## config.mk

```make
export PLATFORM = sky130hd
export DESIGN_NAME = popcount_enum_flat
export DESIGN_NICKNAME = d
export VERILOG_FILES = /design/src/rtl/popcount_pkg.sv /design/src/rtl/popcount_enum_if.sv /design/src/rtl/popcount_next.sv /design/src/rtl/popcount_enum.sv /design/src/flat_wrapper.sv
export SDC_FILE = /design/constraint.sdc
export NUM_CORES = 1
export LEC_CHECK = 0
export ABC_AREA = 1
export CAP_MARGIN = 30
export CORE_AREA = 2 2 75 77
export CTS_CLUSTER_SIZE = 10
export DETAILED_ROUTE_END_ITERATION = 7
export DIE_AREA = 0 0 77 79
export PLACE_DENSITY_LB_ADDON = 0.3
export SLEW_MARGIN = 20
export SYNTH_ARGS = -nofsm -noshare
export SYNTH_HDL_FRONTEND = slang
export SYNTH_SLANG_ARGS = --single-unit
```

## constraint.sdc

```tcl
create_clock -name clk -period 1.15 [get_ports clk]
set_input_delay 0.23 -clock clk [delete_from_list [all_inputs] [get_ports clk]]
set_output_delay 0.23 -clock clk [all_outputs]
set_load 0.02 [all_outputs]
```

## src/rtl/popcount_pkg.sv

```systemverilog
// Shared types and helpers for the popcount word enumerator and its checkers.
// Helpers work on a fixed maximum width so that any instance width W <= MAXW can use them.
package popcount_pkg;

    localparam int unsigned MAXW = 64;

    typedef enum logic {
        IDLE = 1'b0,
        RUN  = 1'b1
    } state_t;

    // Index of the lowest set bit among the low w bits; w when none is set.
    function automatic int unsigned ctz(input logic [MAXW-1:0] x, input int unsigned w);
        int unsigned n;
        logic        found;
        n     = w;
        found = 1'b0;
        for (int unsigned i = 0; i < MAXW; i++) begin
            if (!found && (i < w) && x[i]) begin
                n     = i;
                found = 1'b1;
            end
        end
        return n;
    endfunction

    // Smallest word with popcount k: k ones packed at the bottom.
    function automatic logic [MAXW-1:0] first_word(input int unsigned k);
        logic [MAXW-1:0] fw;
        for (int unsigned i = 0; i < MAXW; i++) begin
            fw[i] = (i < k);
        end
        return fw;
    endfunction

    // Largest w-bit word with popcount k: k ones packed at the top.
    function automatic logic [MAXW-1:0] final_word(input int unsigned k, input int unsigned w);
        logic [MAXW-1:0] fw;
        for (int unsigned i = 0; i < MAXW; i++) begin
            fw[i] = (i < w) && ((i + k) >= w);
        end
        return fw;
    endfunction

endpackage

```

## src/rtl/popcount_enum_if.sv

```systemverilog
// Output stream of the enumerator. Valid/ready: a word transfers on any rising edge where
// out_valid and out_ready are both high; once raised, out_valid and the payload hold until then.
interface popcount_enum_if #(
    parameter int W  = 3,
    parameter int IW = 16
);
    logic          out_valid;
    logic          out_ready;
    logic [W-1:0]  out_word;
    logic          out_last;
    logic [IW-1:0] out_idx;

    modport master (
        output out_valid,
        output out_word,
        output out_last,
        output out_idx,
        input  out_ready
    );

    modport slave (
        input  out_valid,
        input  out_word,
        input  out_last,
        input  out_idx,
        output out_ready
    );
endinterface

```

## src/rtl/popcount_next.sv

```systemverilog
// Combinational successor: the next larger W-bit word with the same popcount (Gosper's hack).
// The division by the lowest set bit is replaced by an extra right shift of its position.
module popcount_next
    import popcount_pkg::*;
#(
    parameter int W = 3
) (
    input  logic [W-1:0] i_x,
    output logic [W-1:0] o_next
);
    localparam int CW = $clog2(W + 1);

    logic [CW-1:0] w_t;
    logic [W-1:0]  w_low;
    logic [W-1:0]  w_r;
    logic [W-1:0]  w_diff;
    int unsigned   w_sh;

    assign w_t    = CW'(ctz(MAXW'(i_x), W));
    assign w_low  = i_x & (~i_x + W'(1));
    assign w_r    = i_x + w_low;
    assign w_diff = w_r ^ i_x;
    assign w_sh   = 32'(w_t) + 32'd2;
    assign o_next = w_r | (w_diff >> w_sh);

endmodule

```

## src/rtl/popcount_enum.sv

```systemverilog
// Streams every W-bit word with popcount k in ascending order, one per accepted handshake.
// Holds the FSM, the output registers and the index counter; the successor is a sub-module.
module popcount_enum
    import popcount_pkg::*;
#(
    parameter int  W  = 3,
    parameter int  IW = 16,
    localparam int CW = $clog2(W + 1)
) (
    input  logic            clk,
    input  logic            areset,
    input  logic            start,
    input  logic [CW-1:0]   k,
    popcount_enum_if.master o_bus,
    output logic            busy,
    output logic            done,
    output logic            err,
    output state_t          dbg_state
);
    state_t        r_state;
    logic          r_valid;
    logic [W-1:0]  r_word;
    logic          r_last;
    logic [IW-1:0] r_idx;
    logic          r_busy;
    logic          r_done;
    logic          r_err;
    logic [W-1:0]  r_final;

    logic [W-1:0]  w_next;
    logic [W-1:0]  w_first;
    logic [W-1:0]  w_final;
    logic          w_fire;

    popcount_next #(.W(W)) u_next (
        .i_x    (r_word),
        .o_next (w_next)
    );

    assign w_first = W'(first_word(32'(k)));
    assign w_final = W'(final_word(32'(k), W));
    assign w_fire  = r_valid && o_bus.out_ready;

    always_ff @(posedge clk or posedge areset) begin
        if (areset) begin
            r_state <= IDLE;
            r_valid <= 1'b0;
            r_word  <= '0;
            r_last  <= 1'b0;
            r_idx   <= '0;
            r_busy  <= 1'b0;
            r_done  <= 1'b0;
            r_err   <= 1'b0;
            r_final <= '0;
        end else begin
            r_done <= 1'b0;
            r_err  <= 1'b0;
            case (r_state)
                IDLE: begin
                    if (start) begin
                        if (k > CW'(W)) begin
                            r_err <= 1'b1;
                        end else begin
                            r_state <= RUN;
                            r_busy  <= 1'b1;
                            r_valid <= 1'b1;
                            r_word  <= w_first;
                            r_idx   <= '0;
                            r_final <= w_final;
                            r_last  <= (w_first == w_final);
                        end
                    end
                end
                RUN: begin
                    // Word and index are left at their final values after the last transfer.
                    if (w_fire) begin
                        if (r_last) begin
                            r_state <= IDLE;
                            r_valid <= 1'b0;
                            r_last  <= 1'b0;
                            r_busy  <= 1'b0;
                            r_done  <= 1'b1;
                        end else begin
                            r_word <= w_next;
                            r_idx  <= r_idx + IW'(1);
                            r_last <= (w_next == r_final);
                        end
                    end
                end
                default: r_state <= IDLE;
            endcase
        end
    end

    assign o_bus.out_valid = r_valid;
    assign o_bus.out_word  = r_word;
    assign o_bus.out_last  = r_last;
    assign o_bus.out_idx   = r_idx;
    assign busy            = r_busy;
    assign done            = r_done;
    assign err             = r_err;
    assign dbg_state       = r_state;

endmodule
```

## src/flat_wrapper.sv

```systemverilog
// flat-port wrapper written by rule: the top's interface ports become plain ports
module popcount_enum_flat import popcount_pkg::*;
#(
    parameter int  W  = 3,
    parameter int  IW = 16,
    localparam int CW = $clog2(W + 1)
)
  (clk, areset, start, k, busy, done, err, dbg_state, o_bus_out_valid, o_bus_out_word, o_bus_out_last, o_bus_out_idx, o_bus_out_ready);
  popcount_enum_if #(.W(W), .IW(IW)) o_bus_i ();
  input  logic clk;
  input  logic areset;
  input  logic start;
  input  logic [CW-1:0] k;
  output logic busy;
  output logic done;
  output logic err;
  output state_t dbg_state;
  output wire logic [$bits(o_bus_i.out_valid)-1:0] o_bus_out_valid;
  output wire logic [$bits(o_bus_i.out_word)-1:0] o_bus_out_word;
  output wire logic [$bits(o_bus_i.out_last)-1:0] o_bus_out_last;
  output wire logic [$bits(o_bus_i.out_idx)-1:0] o_bus_out_idx;
  input wire logic [$bits(o_bus_i.out_ready)-1:0] o_bus_out_ready;
  assign o_bus_out_valid = o_bus_i.out_valid;
  assign o_bus_out_word = o_bus_i.out_word;
  assign o_bus_out_last = o_bus_i.out_last;
  assign o_bus_out_idx = o_bus_i.out_idx;
  assign o_bus_i.out_ready = o_bus_out_ready;
  popcount_enum #(.W(W), .IW(IW)) u_core (.clk(clk), .areset(areset), .start(start), .k(k), .o_bus(o_bus_i), .busy(busy), .done(done), .err(err), .dbg_state(dbg_state));
endmodule
```

==> run metrics <==
DR vias/cell about 4.6; share of power burned in registers 28.3%; post-synthesis area per instance roughly 7.5 µm²; fraction of the yosys area taken by sequential cells between 40% and 50%; Logic pwr share slightly below 60%; core region area 5340 µm²; clock latency of the later-clocked register in the worst-skew pair between 200 and 300 ps; pin count of the biggest net entering global routing 27; internal reg-to-reg setup slack -180 ps; distinct cell type count after synthesis 29; final clock period utilization by the worst path 116%; P_sw roughly 2.2 mW; post-synthesis cell count between 200 and 250; P per Cell Area 2050 nW/µm²; critical setup path kind flop to flop; mean routed wirelength per cell about 12 µm; crit path cell chain inv_2 -> nand2_4 -> nand2_4 -> buf_4 -> nand2_4 -> buf_4 -> nand2_1 -> o21ai_0; startpoint of the lowest-slack register-to-register path u_core.dbg_state; Switching Fraction between 40 and 50%; RSZ-0062 raised after global routing true; number of rows in the core area 27; detailed-routing iteration count for the pre-antenna-repair pass 4; height of the chip slightly below 80 µm; die extent in x 77 µm; number of hold violations in the final report 0; number of vias after detailed routing about 1600; final estimated routing congestion in global placement 0.855; start point of the critical path u_core.dbg_state; Syn Std Cell Area around 1500 µm²; post-placement cell count roughly 330; placed wire-length estimate 2970 µm; Post-Route Skew 3.13 ps; element type at the critical path end flop; area growth from synthesis to layout 63.4%; synthesis-stage register bit count 26; wire length of the first global-routing pass slightly below 7000 µm; setup violators final 23; via count of the first global-routing pass around 1500; final core utilization between 40% and 50%; top-level port count 31; total track usage between 10% and 20%; layout cell share with drive strength beyond 1 about half; final instance area around 2500 µm²; n_diodes 0; type of the most critical hold path input port to asynchronous set/reset pin; most common cell type on the critical path nand2_4; CTS max path bufs 2; violation count after the first detailed-route iteration 49; minimum setup slack in the final design -182 ps; post-detailed-route DRC marker count 0; final global-route overflow total 0; floorplan die area between 6000 and 7000 µm²; post-detailed-routing wire length 4370 µm; final count of pins violating max slew 0; number of standard cells in the final layout excluding fillers around 350; final layout net count about 290; standard cell area after detailed placement between 2000 and 2500 µm²; largest fanout on the critical path 5; critical path's largest stage delay between 400 and 500 ps; internal power roughly 2.9 mW; number of buffers inserted during clock tree synthesis 3; clock network power share between 10% and 20%; remaining antenna violation count 0; run status finished with violations; Warnings, synthesis 0; Max VDD drop a little under 0.9 mV; failing checks setup timing; min Tclk post-route 1330 ps; leak pwr ~1.2 nW; initial standard-cell utilization of the core between 20 and 30%; critical path required time ~1300 ps; Setup crit start kind flop; CTS root buf clkbuf_8; Port Buf Inserts 29; Syn Nets about 210; number of levels in the clock H-tree 1; max-cap viol count 0; data arrival at the endpoint of the critical path 1490 ps; initial antenna violation count 0; TritonCTS clock tree done; highest attainable clock frequency approximately 750 MHz; Sink Count 26; cell with the largest stage delay on the worst path dfrtp_2; CTS Hold Buffers Added 0; clock-pin slew on the worst setup and hold paths approximately 100 ps
==> final cells by class <==
type,instances,area (µm²)
Fill cell,550,2830
Multi-Input combinational cell,148,956
Sequential cell,26,663
Timing Repair Buffer,76,626
Inverter,25,111
Tap cell,72,90.1
Clock buffer,4,55.1
Timing Repair inverter,1,8.76
==> layer usage <==
layer / track usage [%] / wire (µm) / vias to the layer above
met2: 24.6 / 2230 / 23
met5: 0 / 0 / -
met1: 17.7 / 1970 / 778
met3: 1.59 / 110 / 6
met4: 4.64 / 57 / 0
li1: - / - / 802
==> layout by cell type, fill, tap and decap left out, types with 4 or more instances in the layout <==
| cell | n |
|---|---|
| nand4_1 | 9 |
| nor2_1 | 19 |
| dfrtp_1 | 16 |
| o21ai_2 | 4 |
| buf_6 | 16 |
| nand2_2 | 12 |
| nand3_2 | 5 |
| o21ai_1 | 7 |
| nor2_4 | 8 |
| nand3_1 | 10 |
| buf_2 | 17 |
| clkdlybuf4s50_1 | 5 |
| nand2_1 | 40 |
| nand2_4 | 6 |
| clkbuf_8 | 4 |
| o21ai_0 | 5 |
| inv_2 | 6 |
| a21oi_1 | 5 |
| buf_4 | 36 |
| dfrtp_2 | 10 |
| inv_1 | 17 |
==> worst paths after layout <==
path,endpoint,depth (start not counted)
setup / recovery,u_core.o_bus.out_idx[1],8
hold / removal,u_core.o_bus.out_idx[3],3
setup reg to reg,u_core.o_bus.out_idx[1],8
hold reg to reg,u_core.r_final[2],2
max in group asynchronous,u_core.o_bus.out_last,3
min in group clk,u_core.r_final[2],2
==> metrics by stage <==
step | power, mW | hold WS [ps] | setup slack [ps] | TNS (ps)
CTS | 4.27 | 274 | -115 | -1230
finish | 5.14 | 268 | -182 | -2130
global placement | 3.73 | 508 | -320 | -7350
floorplan | 2.74 | 269 | -80.0 | -921
detailed placement | 3.75 | 514 | -340 | -7530
global route | 5.49 | 285 | -248 | -3790
==> kinds of logic (layout without fill, tap and decap cells) <==
family                   after synthesis  after routing  share of synthesized area, %
XOR/XNOR                               1              1                         0.570
flip-flops                            26             26                          42.3
buffers and inverters                 31            106                          9.12
adder cells (fa/ha/maj)                4              4                          3.26
other                                  1              1                         0.244
AO/OA/AOI/OAI                         27             27                          9.53
AND/OR/NAND/NOR                      114            115                          34.9
==> power groups by stage <==
stage	sequential [mW]	clock (mW)	combinational (mW)
2_1_floorplan	1.66	0	1.07
3_3_place_gp	1.45	0	2.28
3_5_place_dp	1.44	0	2.31
4_1_cts	1.41	0.640	2.22
5_1_grt	1.49	0.674	3.32
6_report	1.46	0.629	3.06
==> timing repair <==
item / 4_1_cts / 5_1_grt
gates cloned: 0 / 2
resized for setup: 110 / 66
setup endpoints to repair: 44 / 31
hold endpoints to repair: 0 / 0
setup buffers: 3 / 13
pin swaps: 3 / 13
==> sequential cells by signal, indices dropped and copies added (netlist names) <==
name and flops:
u_core.o_bus.out_idx 16, u_core.busy 1, u_core.dbg_state 1, u_core.o_bus.out_word 3
u_core.o_bus.out_last 1, u_core.done 1, u_core.r_final 3
==> synth_stat cells (all sizes together) <==
| cell | count | area share [%] |
|---|---|---|
| conb | 1 | 0.24 |
| inv | 25 | 6.1 |
| clkbuf | 1 | 0.24 |
| xnor2 | 1 | 0.57 |
| o21bai | 1 | 0.49 |
| ha | 4 | 3.3 |
| nor3 | 2 | 0.65 |
| o21a | 1 | 0.49 |
| o21ai | 16 | 5.2 |
| nor2 | 30 | 9.2 |
| dfrtp | 26 | 42 |
| o211ai | 1 | 0.49 |
| nand4 | 9 | 3.7 |
| a21o | 1 | 0.49 |
| nand2 | 58 | 17 |
| a21oi | 6 | 2.0 |
| buf | 5 | 2.8 |
| o22ai | 1 | 0.41 |
| nand3 | 15 | 4.9 |
==> critical path, delay by kind of cell (launching register included) <==
family          cells  cell delay [ps]
simple gates        4              280
flops               1              470
compound gates      1               90
buf+inv             3              370
(Power assumes the default switching activity.)
